===== src/rtl/uart_frame_ctrl.sv =====
// Purpose: frame sequencer behind the UART byte receiver; assembles SYNC/LEN/payload/CHK
//          frames into a local buffer and holds each validated frame until the consumer acks.
// Latency: frame_valid/frame_len one cycle after the CHK byte; rd_data one cycle after rd_addr.
// Backpressure: none toward the receiver; bytes arriving while a frame is held are dropped and counted.
//
// Ports:
//   clk, rst_n          system clock, synchronous active-low reset
//   rx_rdy, rx_data     one-cycle byte strobe and byte from the UART receiver
//   frame_valid/len     validated frame held in buffer, payload length 1..MAX_LEN
//   frame_ack           consumer releases the held frame
//   rd_addr, rd_data    registered payload read port
//   busy                frame reception in progress (LEN, PAYLOAD, CHK)
//   err_chk/len/timeout one-cycle error pulses
//   drop_cnt            saturating count of bytes dropped while holding
module uart_frame_ctrl #(
  parameter logic [7:0]  SYNC_BYTE    = 8'hA5,
  parameter int          MAX_LEN      = 16,
  parameter logic [17:0] TIMEOUT_CLKS = 18'd208320
) (
  input  logic       clk,
  input  logic       rst_n,
  input  logic       rx_rdy,
  input  logic [7:0] rx_data,
  output logic       frame_valid,
  output logic [4:0] frame_len,
  input  logic       frame_ack,
  input  logic [3:0] rd_addr,
  output logic [7:0] rd_data,
  output logic       busy,
  output logic       err_chk,
  output logic       err_len,
  output logic       err_timeout,
  output logic [7:0] drop_cnt
);

  typedef enum logic [2:0] {S_IDLE, S_LEN, S_PAYLOAD, S_CHK, S_HOLD} state_e;

  state_e      state_q, state_d;
  logic [4:0]  len_q, len_d;
  logic [3:0]  idx_q, idx_d;
  logic [7:0]  acc_q, acc_d;
  logic [17:0] tmo_q, tmo_d;
  logic        fv_q, fv_d;
  logic [4:0]  flen_q, flen_d;
  logic [7:0]  rd_data_q, rd_data_d;
  logic        err_chk_q, err_chk_d;
  logic        err_len_q, err_len_d;
  logic        err_tmo_q, err_tmo_d;
  logic [7:0]  drop_q, drop_d;
  logic        buf_we;
  logic        in_frame;
  logic        tmo_hit;
  logic [7:0]  mem_q [MAX_LEN];

  assign in_frame = (state_q == S_LEN) || (state_q == S_PAYLOAD) || (state_q == S_CHK);
  // Expiry is the edge at which the counter would reach TIMEOUT_CLKS; a byte
  // on that same cycle wins and is processed normally.
  assign tmo_hit  = in_frame && !rx_rdy && (tmo_q >= TIMEOUT_CLKS - 18'd1);

  always_comb begin
    state_d   = state_q;
    len_d     = len_q;
    idx_d     = idx_q;
    acc_d     = acc_q;
    fv_d      = fv_q;
    flen_d    = flen_q;
    drop_d    = drop_q;
    err_chk_d = 1'b0;
    err_len_d = 1'b0;
    err_tmo_d = 1'b0;
    buf_we    = 1'b0;

    // Counter clears on every byte and outside reception; saturates rather than wraps.
    tmo_d = tmo_q;
    if (rx_rdy || !in_frame) begin
      tmo_d = '0;
    end else if (tmo_q != '1) begin
      tmo_d = tmo_q + 18'd1;
    end

    rd_data_d = (int'(rd_addr) < MAX_LEN) ? mem_q[rd_addr] : 8'h00;

    unique case (state_q)
      S_IDLE: begin
        if (rx_rdy && (rx_data == SYNC_BYTE)) state_d = S_LEN;
      end
      S_LEN: begin
        if (rx_rdy) begin
          if ((rx_data == 8'h00) || (int'(rx_data) > MAX_LEN)) begin
            err_len_d = 1'b1;
            state_d   = S_IDLE;
          end else begin
            len_d   = rx_data[4:0];
            acc_d   = rx_data;  // checksum covers LEN as well as the payload
            idx_d   = '0;
            state_d = S_PAYLOAD;
          end
        end else if (tmo_hit) begin
          err_tmo_d = 1'b1;
          state_d   = S_IDLE;
        end
      end
      S_PAYLOAD: begin
        if (rx_rdy) begin
          buf_we = 1'b1;
          acc_d  = acc_q ^ rx_data;
          if ({1'b0, idx_q} == len_q - 5'd1) begin
            state_d = S_CHK;
          end else begin
            idx_d = idx_q + 4'd1;
          end
        end else if (tmo_hit) begin
          err_tmo_d = 1'b1;
          state_d   = S_IDLE;
        end
      end
      S_CHK: begin
        if (rx_rdy) begin
          if (rx_data == acc_q) begin
            fv_d    = 1'b1;
            flen_d  = len_q;
            state_d = S_HOLD;
          end else begin
            err_chk_d = 1'b1;
            state_d   = S_IDLE;
          end
        end else if (tmo_hit) begin
          err_tmo_d = 1'b1;
          state_d   = S_IDLE;
        end
      end
      S_HOLD: begin
        // Buffer is owned by the consumer here: incoming bytes are only counted.
        if (rx_rdy && (drop_q != 8'hFF)) drop_d = drop_q + 8'd1;
        if (frame_ack) begin
          fv_d    = 1'b0;
          flen_d  = '0;
          state_d = S_IDLE;
        end
      end
      default: state_d = S_IDLE;
    endcase
  end

  always_ff @(posedge clk) begin
    if (!rst_n) begin
      state_q   <= S_IDLE;
      len_q     <= '0;
      idx_q     <= '0;
      acc_q     <= '0;
      tmo_q     <= '0;
      fv_q      <= 1'b0;
      flen_q    <= '0;
      rd_data_q <= '0;
      err_chk_q <= 1'b0;
      err_len_q <= 1'b0;
      err_tmo_q <= 1'b0;
      drop_q    <= '0;
    end else begin
      state_q   <= state_d;
      len_q     <= len_d;
      idx_q     <= idx_d;
      acc_q     <= acc_d;
      tmo_q     <= tmo_d;
      fv_q      <= fv_d;
      flen_q    <= flen_d;
      rd_data_q <= rd_data_d;
      err_chk_q <= err_chk_d;
      err_len_q <= err_len_d;
      err_tmo_q <= err_tmo_d;
      drop_q    <= drop_d;
    end
  end

  // Payload storage has no reset; a reset cycle only suppresses the write.
  always_ff @(posedge clk) begin
    if (rst_n && buf_we) mem_q[idx_q] <= rx_data;
  end

  assign frame_valid = fv_q;
  assign frame_len   = flen_q;
  assign rd_data     = rd_data_q;
  assign busy        = in_frame;
  assign err_chk     = err_chk_q;
  assign err_len     = err_len_q;
  assign err_timeout = err_tmo_q;
  assign drop_cnt    = drop_q;

endmodule


===== config.mk =====
export PLATFORM = sky130hd
export DESIGN_NAME = uart_frame_ctrl
export DESIGN_NICKNAME = d
export VERILOG_FILES = /design/src/rtl/uart_frame_ctrl.sv
export SDC_FILE = /design/constraint.sdc
export NUM_CORES = 1
export LEC_CHECK = 0
export ABC_AREA = 1
export BUFFER_PORTS_ARGS = -buffer_cell sky130_fd_sc_hd__buf_4
export CAP_MARGIN = 10
export CORE_ASPECT_RATIO = 1.5
export CORE_MARGIN = 2
export CORE_UTILIZATION = 47
export DETAILED_ROUTE_END_ITERATION = 16
export MAX_ROUTING_LAYER = met4
export SLEW_MARGIN = 10
export SYNTH_ARGS = -nofsm -noshare
export SYNTH_HDL_FRONTEND = slang
export SYNTH_SLANG_ARGS = --single-unit

===== constraint.sdc =====
create_clock -name clk -period 2.9 [get_ports clk]
set_clock_uncertainty 0.15 [all_clocks]
set_input_delay 0.58 -clock clk [delete_from_list [all_inputs] [get_ports clk]]
set_output_delay 0.58 -clock clk [all_outputs]
set_load 0.005 [all_outputs]

**Word-level counts from Yosys, hierarchy flattened**

Memory sizes are Yosys's and may differ from the RTL's. A register that Yosys moved wholly into a read port is not among the register bits.
Cells that the tools add are included.

- $add $sub $neg: 4
- $lt $le $gt $ge: 2
- Equal/unequal tests: 18
- Multiplexer cells: 34
- Bitwise operators: 4
- Reductions and logical operators: 27

Operators with widths:

| cell | number |
|---|---|
| 2-to-1 mux 3 bit | 8 |
| 2-to-1 mux 8 bit | 3 |
| adder 18 x 1 -> 18 bit (second input constant) | 1 |
| greater-or-equal comparator 18 bit (second input constant) | 1 |
| inequality test 18 bit (second input constant) | 1 |
| 2-to-1 mux 4 bit | 4 |
| one-hot mux 8 bit (2 select lines) | 1 |
| 2-to-1 mux 5 bit | 3 |
| one-hot mux 3 bit (5 select lines) | 1 |
| inequality test 2 bit (second input constant) | 7 |
| AND reduction 3 bit | 4 |
| 2-to-1 mux 1 bit | 10 |
| one-hot mux 5 bit (2 select lines) | 1 |
| adder 8 x 1 -> 8 bit (second input constant) | 1 |
| == test 8 bit | 1 |
| == test 8 bit (second input constant) | 1 |
| > comparator 8 x 5 -> 1 bit (second input constant) | 1 |
| logical NOT 8 bit | 1 |
| inequality test 8 bit (second input constant) | 1 |
| one-hot mux 4 bit (2 select lines) | 1 |
| AND reduction 4 bit | 2 |
| XOR 8 bit | 1 |
| == test 3 x 2 -> 1 bit (second input constant) | 2 |
| OR reduction 3 bit | 2 |
| other kinds (18) | 30 |

- Register bits: 55
- Memory bits (writable): 128
- Input port bits: 16
- Output and inout port bits: 26
- Word-level logic and storage cells: 101
- Memories kept: 1

Memory list:

| memory | words | width | read ports | clocked after memory_dff | wr ports | RTL line | source |
|---|---|---|---|---|---|---|---|
| mem_q | 16 | 8 | 1 | 1 | 1 | 53 | `logic [7:0] mem_q [MAX_LEN];` |

**Longest topological paths before layout**

Gate-level depths: netlist of run 1.

- Depth in word-level cells: 8
- Mapped depth: 13
- Gate-level depth less buffers: 13

**Least setup slack after synthesis of run 1**

OpenSTA, ideal clock, no wires.

- Path type: in2reg
- Start: input port rst_n
- End: memory mem_q[0][0], enable pin
- Library setup time: 370 ps
- Data arrival time: 1541 ps
- Data required time: 2380 ps
- Path slack: 838 ps
- Stages: 5
- Buffers on the path: 1
- Cells stage by stage: clkbuf_1 nand2_1 nor2_2 nand2_1 nor2_1

- Cells in the longest elaborated chain, start to end: 3

Ends and longest elaborated chain:

| what | RTL line | source |
|---|---|---|
| start, declared | 21 | `input logic rst_n,` |
| logical AND 1 bit | 177 | `if (rst_n && buf_we) mem_q[idx_q] <= rx_data;` |
| 2-to-1 mux 1 bit | 177 |  |
| 2-to-1 mux 1 bit (implied by the code) | 177 |  |
| end, declared | 53 |  |

No other way between the ends.

**Final worst setup path of run 1**

- Start: register state_q[1]
- End: memory mem_q[15][4], enable pin

- Cells in the longest elaborated chain, start to end: 5

Ends and longest elaborated chain:

| what | RTL line | source |
|---|---|---|
| start, declared | 38 | `state_e state_q, state_d;` |
| start signal, assigned | 160 | `state_q <= state_d;` |
| == test 3 x 2 -> 1 bit | 83 | `unique case (state_q)` |
| 2-to-1 mux 1 bit | 83 |  |
| logical AND 1 bit | 177 |  |
| 2-to-1 mux 1 bit | 177 |  |
| 2-to-1 mux 1 bit (implied by the code) | 177 |  |

No other way between the ends.

==> results_dict.tcl, run 1 <==
set metrics [dict create \
    core_um2 17350 \
    hold_viol 0 \
    grt_antenna_before_repair 0 \
    synth_area_leaders "edfxtp_1, dfxtp_1, nor2_1" \
    relSlewSlack_pct 53.37 \
    fp-row-count 59 \
    synthTopCellsByCount "nor2_1, nand2_1, edfxtp_1, o21ai_0, dfxtp_1" \
    synth_top_area_share_pct 46.27 \
    hold_buffers 0 \
    worstPathCellList "inv_2 > nor3_2 > inv_2 > nor2_2 > nand2_1 > nor2_1" \
    timing.rr.start "state_q[1]" \
    root_buffer "clkbuf_16" \
    cts_max_level 4 \
    synth-seq-area-share_pct 61.46 \
    cts_setup_buffers 0 \
    cpPeakStageDelay_ps 580 \
    fin_nets 920 \
    clkTransAtPathRegs_ps 70 \
    crit_buf_inv 2 \
    dr.first_iter.drc_count 491 \
    dieArea_um2 18770 \
    reg2regPathDepth 6 \
    min_from "rx_data[6]" \
    pin_count 42 \
    cp_top_family "simple AND/OR/NAND/NOR gates" \
    min_to "mem_q[13][6]" \
    clock_sinks 191 \
    fp.dieH_um 166.8 \
    syn_area_per_cell_um2 9.625 \
    setup_viol 0 \
    synth_edf_count 128 \
    grt.total_usage_pct 22.94 \
    cp_max_fo 20 \
    p_leak_nw 3.328 \
    clockBufferDepth 2 \
    async_reset_ff_share_pct 0 \
    synthesis.nets 886 \
    grt-ovfl-total 0 \
    power_frac_seq_pct 54.5 \
    synth_warnings 0 \
    synth-main-ff-cell "edfxtp_1" \
    crit_arrival_ps 2340 \
    place_area_um2 8802 \
    fin_crit_ps 2438 \
    cp-end-kind "register" \
    antenna_cells 0 \
    drive_above_1_share_pct 12.42 \
    regToRegSetupSlack_ps 460 \
    die_w_um 112.5 \
    final.period_utilization_pct 84.08 \
    r2r-end "mem_q[15][4]" \
    vias 6192 \
    synth_cell_types 35 \
    place.gp.congestion 0.8855 \
    final_area_um2 9353 \
    grt_pass1_wl_um 31870 \
    start_kind "register" \
    viasPerCell 5.514 \
    swShare_pct 21.94 \
    worst_pin_slew_ps 696.9 \
    grt_pass1_vias 6103 \
    cts-buffers-inserted 17 \
    holdCritPathClass "in2reg" \
    slew_viol_final 0 \
    place_hpwl_um 13910 \
    drt-wirelength-per-cell_um 17.90 \
    fmaxAchievable_mhz 410.1 \
    internal_power_mw 4.168 \
    p_per_area_nw_per_um2 570.9 \
    drc 0 \
    cts_tree "done" \
    wl_um 20100 \
    io_buffers 41 \
    synth_largest_area_cell "edfxtp_1" \
    area_delta_synth_final_pct 12.59 \
    path_common_cell "inv_2" \
    synth_area_um2 8307 \
    max_cap_violations 0 \
    hold_slack_ps 303.4 \
    placedCellCount 1091 \
    antenna_left 0 \
    crit_type "reg2reg" \
    setup-tns-final_ps 0 \
    switching_power_mw 1.171 \
    vdd_drop_max_v 0.0003654 \
    ys_ff_latch 191 \
    initial_core_util_pct 47.88 \
    synthCells 863 \
    outcome "finished clean" \
    first_pass_iters 4 \
    yosysMostFrequentCell "nor2_1" \
    cts_resized 0 \
    power_frac_clock_pct 40.6 \
    rsz0062_at_grt "no" \
    cp.required_ps 2810 \
    comb_power_share_pct 4.9 \
    clock_latency_ps 430 \
    whs_path_depth 1 \
    stdcell_count 1123 \
    crit_path_top_delay_cell "nor2_1" \
    grt_max_degree 65 \
]
## how the worst max path moves through the flow
stage / startpoint / end / slack [ps] / depth (start not counted)
final: state_q[1] / mem_q[15][4] / 460 / 6
after floorplan: rst_n / mem_q[0][0] / 840 / 5
after global placement: state_q[1] / mem_q[14][4] / 540 / 6
after CTS: state_q[1] / mem_q[14][6] / 440 / 6
after global routing: state_q[1] / mem_q[15][6] / 240 / 6
after detailed placement: state_q[1] / mem_q[15][4] / 440 / 6
## per-stage QoR
| stage | worst slack [ps] | utilization, % | total power [mW] |
|---|---|---|---|
| 3_5_place_dp | 439.6 | 50.74 | 3.235 |
| 6_report | 461.7 | 53.91 | 5.340 |
| 5_1_grt | 243.0 | 53.91 | 5.527 |
| 3_3_place_gp | 538.3 | 50.74 | 3.232 |
| 2_1_floorplan | 838.3 | - | 3.108 |
| 4_1_cts | 440.5 | 53.91 | 5.390 |
## registers in the layout, indices dropped and copies added (netlist names), 3 cells and up
register and cells:
state_q 3, tmo_q 18, frame_len 5, rd_data 8, mem_q 128, idx_q 4, acc_q 8, drop_cnt 8
len_q 5
## area by class of cell
class / instances / area, um2
Clock buffer: 19 / 432.9
Sequential cell: 191 / 5105
Fill cell: 1539 / 7995
Tap cell: 213 / 266.5
Multi-Input combinational cell: 573 / 2810
Clock inverter: 13 / 117.6
Timing Repair Buffer: 48 / 372.9
Inverter: 66 / 247.7
## cell families after synthesis
family	count (synthesis)	share of synthesized area (%)
adder cells (fa/ha/maj)	7	1.054
AO/OA/AOI/OAI	187	12.77
AND/OR/NAND/NOR	363	18.32
XOR/XNOR	16	1.687
flip-flops	191	61.46
buffers and inverters	99	4.715
## cells in the final DEF (no fill, tap or decap), types with 3 or more instances in the layout
cell type and instances:
o21ai_1 13, inv_2 12, dfxtp_1 63, o221ai_1 10, xnor2_1 8, clkinv_4 3, buf_4 47, nand3_1 39
a21oi_1 44, clkinvlp_4 5, nand2_2 4, nand2_1 145, nor2_1 149, o22ai_1 8, clkbuf_16 17, inv_1 52
a31oi_1 5, o211ai_1 23, nand4_1 5, nor3_1 5, nor3_2 3, nor2_2 5, xor2_1 8, edfxtp_1 128
o21ai_0 80, ha_1 7
## per-layer routing
layer	up-vias	global-route usage [%]	wire (um)
met5	-	-	0
met4	0	11.61	900
met3	53	3.130	627
met2	149	41.24	10900
met1	2965	24.27	7672
li1	3025	-	-
## power by group through the flow
stage | clock network [mW] | registers [mW] | logic [mW]
finish | 2.17 | 2.91 | 0.264
global route | 2.33 | 2.91 | 0.290
CTS | 2.22 | 2.91 | 0.266
detailed placement | 0 | 2.97 | 0.265
global placement | 0 | 2.97 | 0.261
floorplan | 0 | 2.97 | 0.136
Note: power is estimated with default switching activity, not from simulation.
==> run 2, diff against run 1 <==
==> constraint.sdc (replaced) <==
create_clock -name clk -period 2.3 [get_ports clk]
set_clock_uncertainty 0.15 [all_clocks]
set_input_delay 0.46 -clock clk [delete_from_list [all_inputs] [get_ports clk]]
set_output_delay 0.46 -clock clk [all_outputs]
set_load 0.005 [all_outputs]
==> results_dict.tcl, run 2 (synthesis gave the netlist of run 1 again) <==
set metrics [dict create \
    clockBufferDepth 2 \
    cp.required_ps 2510 \
    hold_buffers 0 \
    pin_count 42 \
    vias 6200 \
    fin_crit_ps 1886 \
    start_kind "register" \
    worstSetupStartpoint "len_q[0]" \
    top_regs "mem_q x128, tmo_q x18" \
    top_register "mem_q" \
    clock_sinks 191 \
    cp-end-kind "register" \
    place_hpwl_um 13200 \
    die_w_um 112.5 \
    fp-row-count 59 \
    drc 0 \
    grt-ovfl-total 0 \
    root_buffer "clkbuf_16" \
    utilization_pct 55.14 \
    place.gp.congestion 0.8493 \
    min_from "frame_ack" \
    max_cap_violations 0 \
    largest_reg_flops 128 \
    dr_wl_met2_um 10690 \
    clock_latency_ps 430 \
    holdCritPathClass "in2reg" \
    hold_slack_ps 177.8 \
    first_pass_iters 4 \
    fin_nets 939 \
    cts_setup_buffers 0 \
    drt-met1-wl_um 7840 \
    final_common_cell "nor2_1" \
    wl_met3_um 792 \
    outcome "finished clean" \
    area_delta_synth_final_pct 15.15 \
    antenna_cells 0 \
    nFillCells 1518 \
    initial_core_util_pct 47.88 \
    p_per_area_nw_per_um2 729.0 \
    final.period_utilization_pct 81.98 \
    fp.dieH_um 166.8 \
    top_layer "met4" \
    grt_pass1_vias 6028 \
    grt_max_degree 65 \
    core_um2 17350 \
    clkTransAtPathRegs_ps 70 \
    grt.total_usage_pct 22.68 \
    viasPerCell 5.434 \
    final_cell_mix "nor2_1, nand2_1, edfxtp_1" \
    dr.first_iter.drc_count 328 \
    grt_antenna_before_repair 0 \
    dieArea_um2 18770 \
    rsz0062_at_grt "no" \
    drive_above_1_share_pct 14.01 \
    io_buffers 41 \
    antenna_left 0 \
    cp_max_fo 5 \
    cts_resized 0 \
    slew_viol_final 0 \
    multi_input_area_um2 2810 \
    hold_viol 0 \
    wl_um 19840 \
    relSlewSlack_pct 71.76 \
    cts_tree "done" \
    setup-tns-final_ps 0 \
    regArea_um2 5105 \
    timing.rr.start "len_q[0]" \
    drt-wirelength-per-cell_um 17.39 \
    worst_pin_slew_ps 421.0 \
    fmaxAchievable_mhz 530.4 \
    cts_max_level 4 \
    crit_type "reg2reg" \
    crit_arrival_ps 2100 \
    grt_pass1_wl_um 31900 \
    cts-buffers-inserted 17 \
    setup_viol 0 \
    p_leak_nw 3.469 \
    vdd_drop_max_v 0.0005775 \
]
[run 2: final cells by class]
cell class	instances	share of cell area [%]
sequential	191	53.37
tap	213	2.786
multi-input combinational	573	29.38
clock inverter	12	1.700
inverter	66	2.590
clock buffer	19	4.526
timing repair buffer	67	5.651
[run 2: power breakdown]
part	switching, mW	total (mW)	internal (mW)
clock	1.26	2.97	1.72
combinational	0.223	0.332	0.108
sequential	0.00307	3.67	3.67
[run 2: per-layer routing]
metal / track usage [%] / vias to the layer above
li1: - / 3072
met4: 8.802 / 0
met1: 25.46 / 2926
met3: 4.039 / 37
met5: - / -
met2: 39.83 / 165
[run 2: worst paths after layout]
kind,to,slack [ps],cells after the start
max reg2reg,idx_q[3],410,12
min reg2reg,frame_len[1],320,2
max,idx_q[3],410,12
min,state_q[2],180,3
[run 2: through the flow]
stage	setup WS (ps)	power (mW)	instance area, um2	std cells
floorplan	302.5	3.919	8307	863
global placement	325.9	4.073	8970	1110
detailed placement	282.7	4.080	8970	1110
CTS	385.8	7.049	9565	1141
global route	118.4	7.199	9565	1141
finish	414.5	6.973	9565	1141
[run 2: critical path, cell delays in order, from the launching register on]
cell and delay [ps]:
dfxtp_1 360, inv_1 110, ha_1 310, inv_1 50, nand2_1 60, nand2_1 50
nor2_1 80, nand2_1 50, nor2_1 130, nand3_1 140, nand2_1 150, nand2_1 60
a21oi_1 120
==> run 3, diff against run 2 <==
--- a/config.mk
+++ b/config.mk
@@ -13,6 +13,7 @@
 export CORE_UTILIZATION = 47
 export DETAILED_ROUTE_END_ITERATION = 16
 export MAX_ROUTING_LAYER = met4
+export PLACE_DENSITY = 0.66
 export SLEW_MARGIN = 10
 export SYNTH_ARGS = -nofsm -noshare
 export SYNTH_HDL_FRONTEND = slang
==> constraint.sdc (replaced) <==
create_clock -name clk -period 1.58 [get_ports clk]
set_clock_uncertainty 0.15 [all_clocks]
set_input_delay 0.316 -clock clk [delete_from_list [all_inputs] [get_ports clk]]
set_output_delay 0.316 -clock clk [all_outputs]
set_load 0.005 [all_outputs]
==> results_dict.tcl, run 3 (synthesis gave the netlist of run 1 again) <==
set metrics [dict create \
    final_common_cell "buf_4" \
    initial_core_util_pct 47.88 \
    setup_viol 160 \
    max_cap_violations 0 \
    p_per_area_nw_per_um2 886.9 \
    finalPower_mw 9.971 \
    clkTransAtPathRegs_ps 70 \
    drive_above_1_share_pct 35.08 \
    final.period_utilization_pct 113.3 \
    clock_sinks 191 \
    fin_crit_ps 1790 \
    holdCritPathClass "in2reg" \
    drc 0 \
    worst_pin_slew_ps 422.3 \
    pin_count 42 \
    clock_latency_ps 430 \
    crit_type "reg2out" \
    core_um2 17350 \
    cts_max_level 4 \
    outcome "complete, but fails checks" \
    p_leak_nw 4.177 \
    grt_max_degree 44 \
    root_buffer "clkbuf_16" \
    grt_pass1_wl_um 33630 \
    grt-ovfl-total 0 \
    fp.dieH_um 166.8 \
    antenna_left 0 \
    grt_pass1_vias 6689 \
    dieArea_um2 18770 \
    cp_max_fo 3 \
    wl_um 21750 \
    cp.required_ps 1110 \
    worstPathCellList "buf_6 > nor2_4 > nor2_4 > buf_6 > buf_6" \
    grt_antenna_before_repair 0 \
    layout_setup_ws_ps -209.9 \
    cts-buffers-inserted 17 \
    crit_buf_inv 3 \
    nFillCells 1345 \
    top_register "mem_q" \
    area_delta_synth_final_pct 35.34 \
    fin_nets 1060 \
    place_hpwl_um 14040 \
    hold_viol 0 \
    grt.total_usage_pct 23.69 \
    crit_path_top_delay_cell "dfxtp_4" \
    cpPeakStageDelay_ps 360 \
    die_w_um 112.5 \
    io_buffers 41 \
    violations "setup timing" \
    final_cell_mix "buf_4, edfxtp_1, nor2_1" \
    viasPerCell 5.431 \
    path_common_cell "buf_6" \
    cp-end-kind "output pin" \
    place.gp.congestion 0.8895 \
    fmaxAchievable_mhz 558.7 \
    hold_slack_ps 67.52 \
    vias 6854 \
    relSlewSlack_pct 71.78 \
    drt-wirelength-per-cell_um 17.24 \
    top_regs "mem_q x128, tmo_q x18" \
    setup-tns-final_ps -19490 \
    fp-row-count 59 \
    antenna_cells 0 \
    cp_top_family "flip-flops" \
    rsz0062_at_grt "yes" \
    cts_tree "done" \
    first_pass_iters 4 \
    start_kind "register" \
    dr.first_iter.drc_count 469 \
    crit_arrival_ps 1320 \
    vdd_drop_max_v 0.0006171 \
    slew_viol_final 0 \
    largest_reg_flops 128 \
    clockBufferDepth 2 \
]
## run 3: cell types whose count changed in the layout (fill, tap and decap cells not counted), sizes merged
cell / previous run / this run
nor2: 156 / 157
nand4: 7 / 8
bufinv: 3 / 0
clkinvlp: 3 / 2
buf: 67 / 184
clkinv: 6 / 8
inv: 66 / 71
nand2: 150 / 151
clkbuf: 19 / 17
## run 3: layer usage
metal	wire length [um]	up-vias	track usage, %	part of all wire [%]
met5	0	-	-	0
met4	969	0	11.88	4.5
met3	943	72	4.294	4.3
met2	11650	195	41.08	54
met1	8192	3263	25.80	38
li1	-	3324	-	-
## run 3: report_power, final
group / internal (mW) / switching (mW)
sequential: 5.33 / 0.00449
combinational: 0.233 / 0.362
clock: 2.07 / 1.97
total: 7.63 / 2.34
## run 3: worst paths after layout
check | start | end | slack, ps | cells past startpoint
hold / removal | frame_ack | state_q[2] | 70 | 3
hold reg to reg | frame_len[1] | frame_len[1] | 320 | 2
setup reg to reg | state_q[2] | mem_q[7][0] | -190 | 6
setup / recovery | state_q[0] | busy | -210 | 5
## run 3: final cells by class
| cell class | count | area (um2) | area share, % |
|---|---|---|---|
| Clock buffer | 17 | 425.4 | 3.784 |
| Clock inverter | 14 | 126.4 | 1.124 |
| Inverter | 66 | 265.3 | 2.359 |
| Multi-Input combinational cell | 576 | 3446 | 30.65 |
| Sequential cell | 191 | 5131 | 45.64 |
| Tap cell | 213 | 266.5 | 2.371 |
| Timing Repair Buffer | 184 | 1574 | 14.00 |
| Timing Repair inverter | 1 | 7.507 | 0.06678 |
## run 3: timing repair
action                     in CTS  in global routing
pin swaps                      13                 38
gates cloned                    2                  2
hold buffers                    0                  0
resized for setup              66                 87
setup endpoints to repair     166                181
setup buffers                  20                 12
## run 3: tightest hold or removal path, delay by kind of cell
kind,cells,cell delay (ps)
AND/OR/NAND/NOR,1,130
buffers and inverters,1,80
AO/OA/AOI/OAI,1,80
## run 3: stage by stage
stage | instance area [um2] | utilization, % | setup slack (ps) | instances
2_1_floorplan | 8479 | - | -153.5 | 863
3_3_place_gp | 9812 | 56.56 | -236.7 | 1195
3_5_place_dp | 9812 | 56.56 | -287.7 | 1195
4_1_cts | 10790 | 62.21 | -204.2 | 1248
5_1_grt | 11240 | 64.80 | -312.7 | 1262
6_report | 11240 | 64.80 | -209.9 | 1262
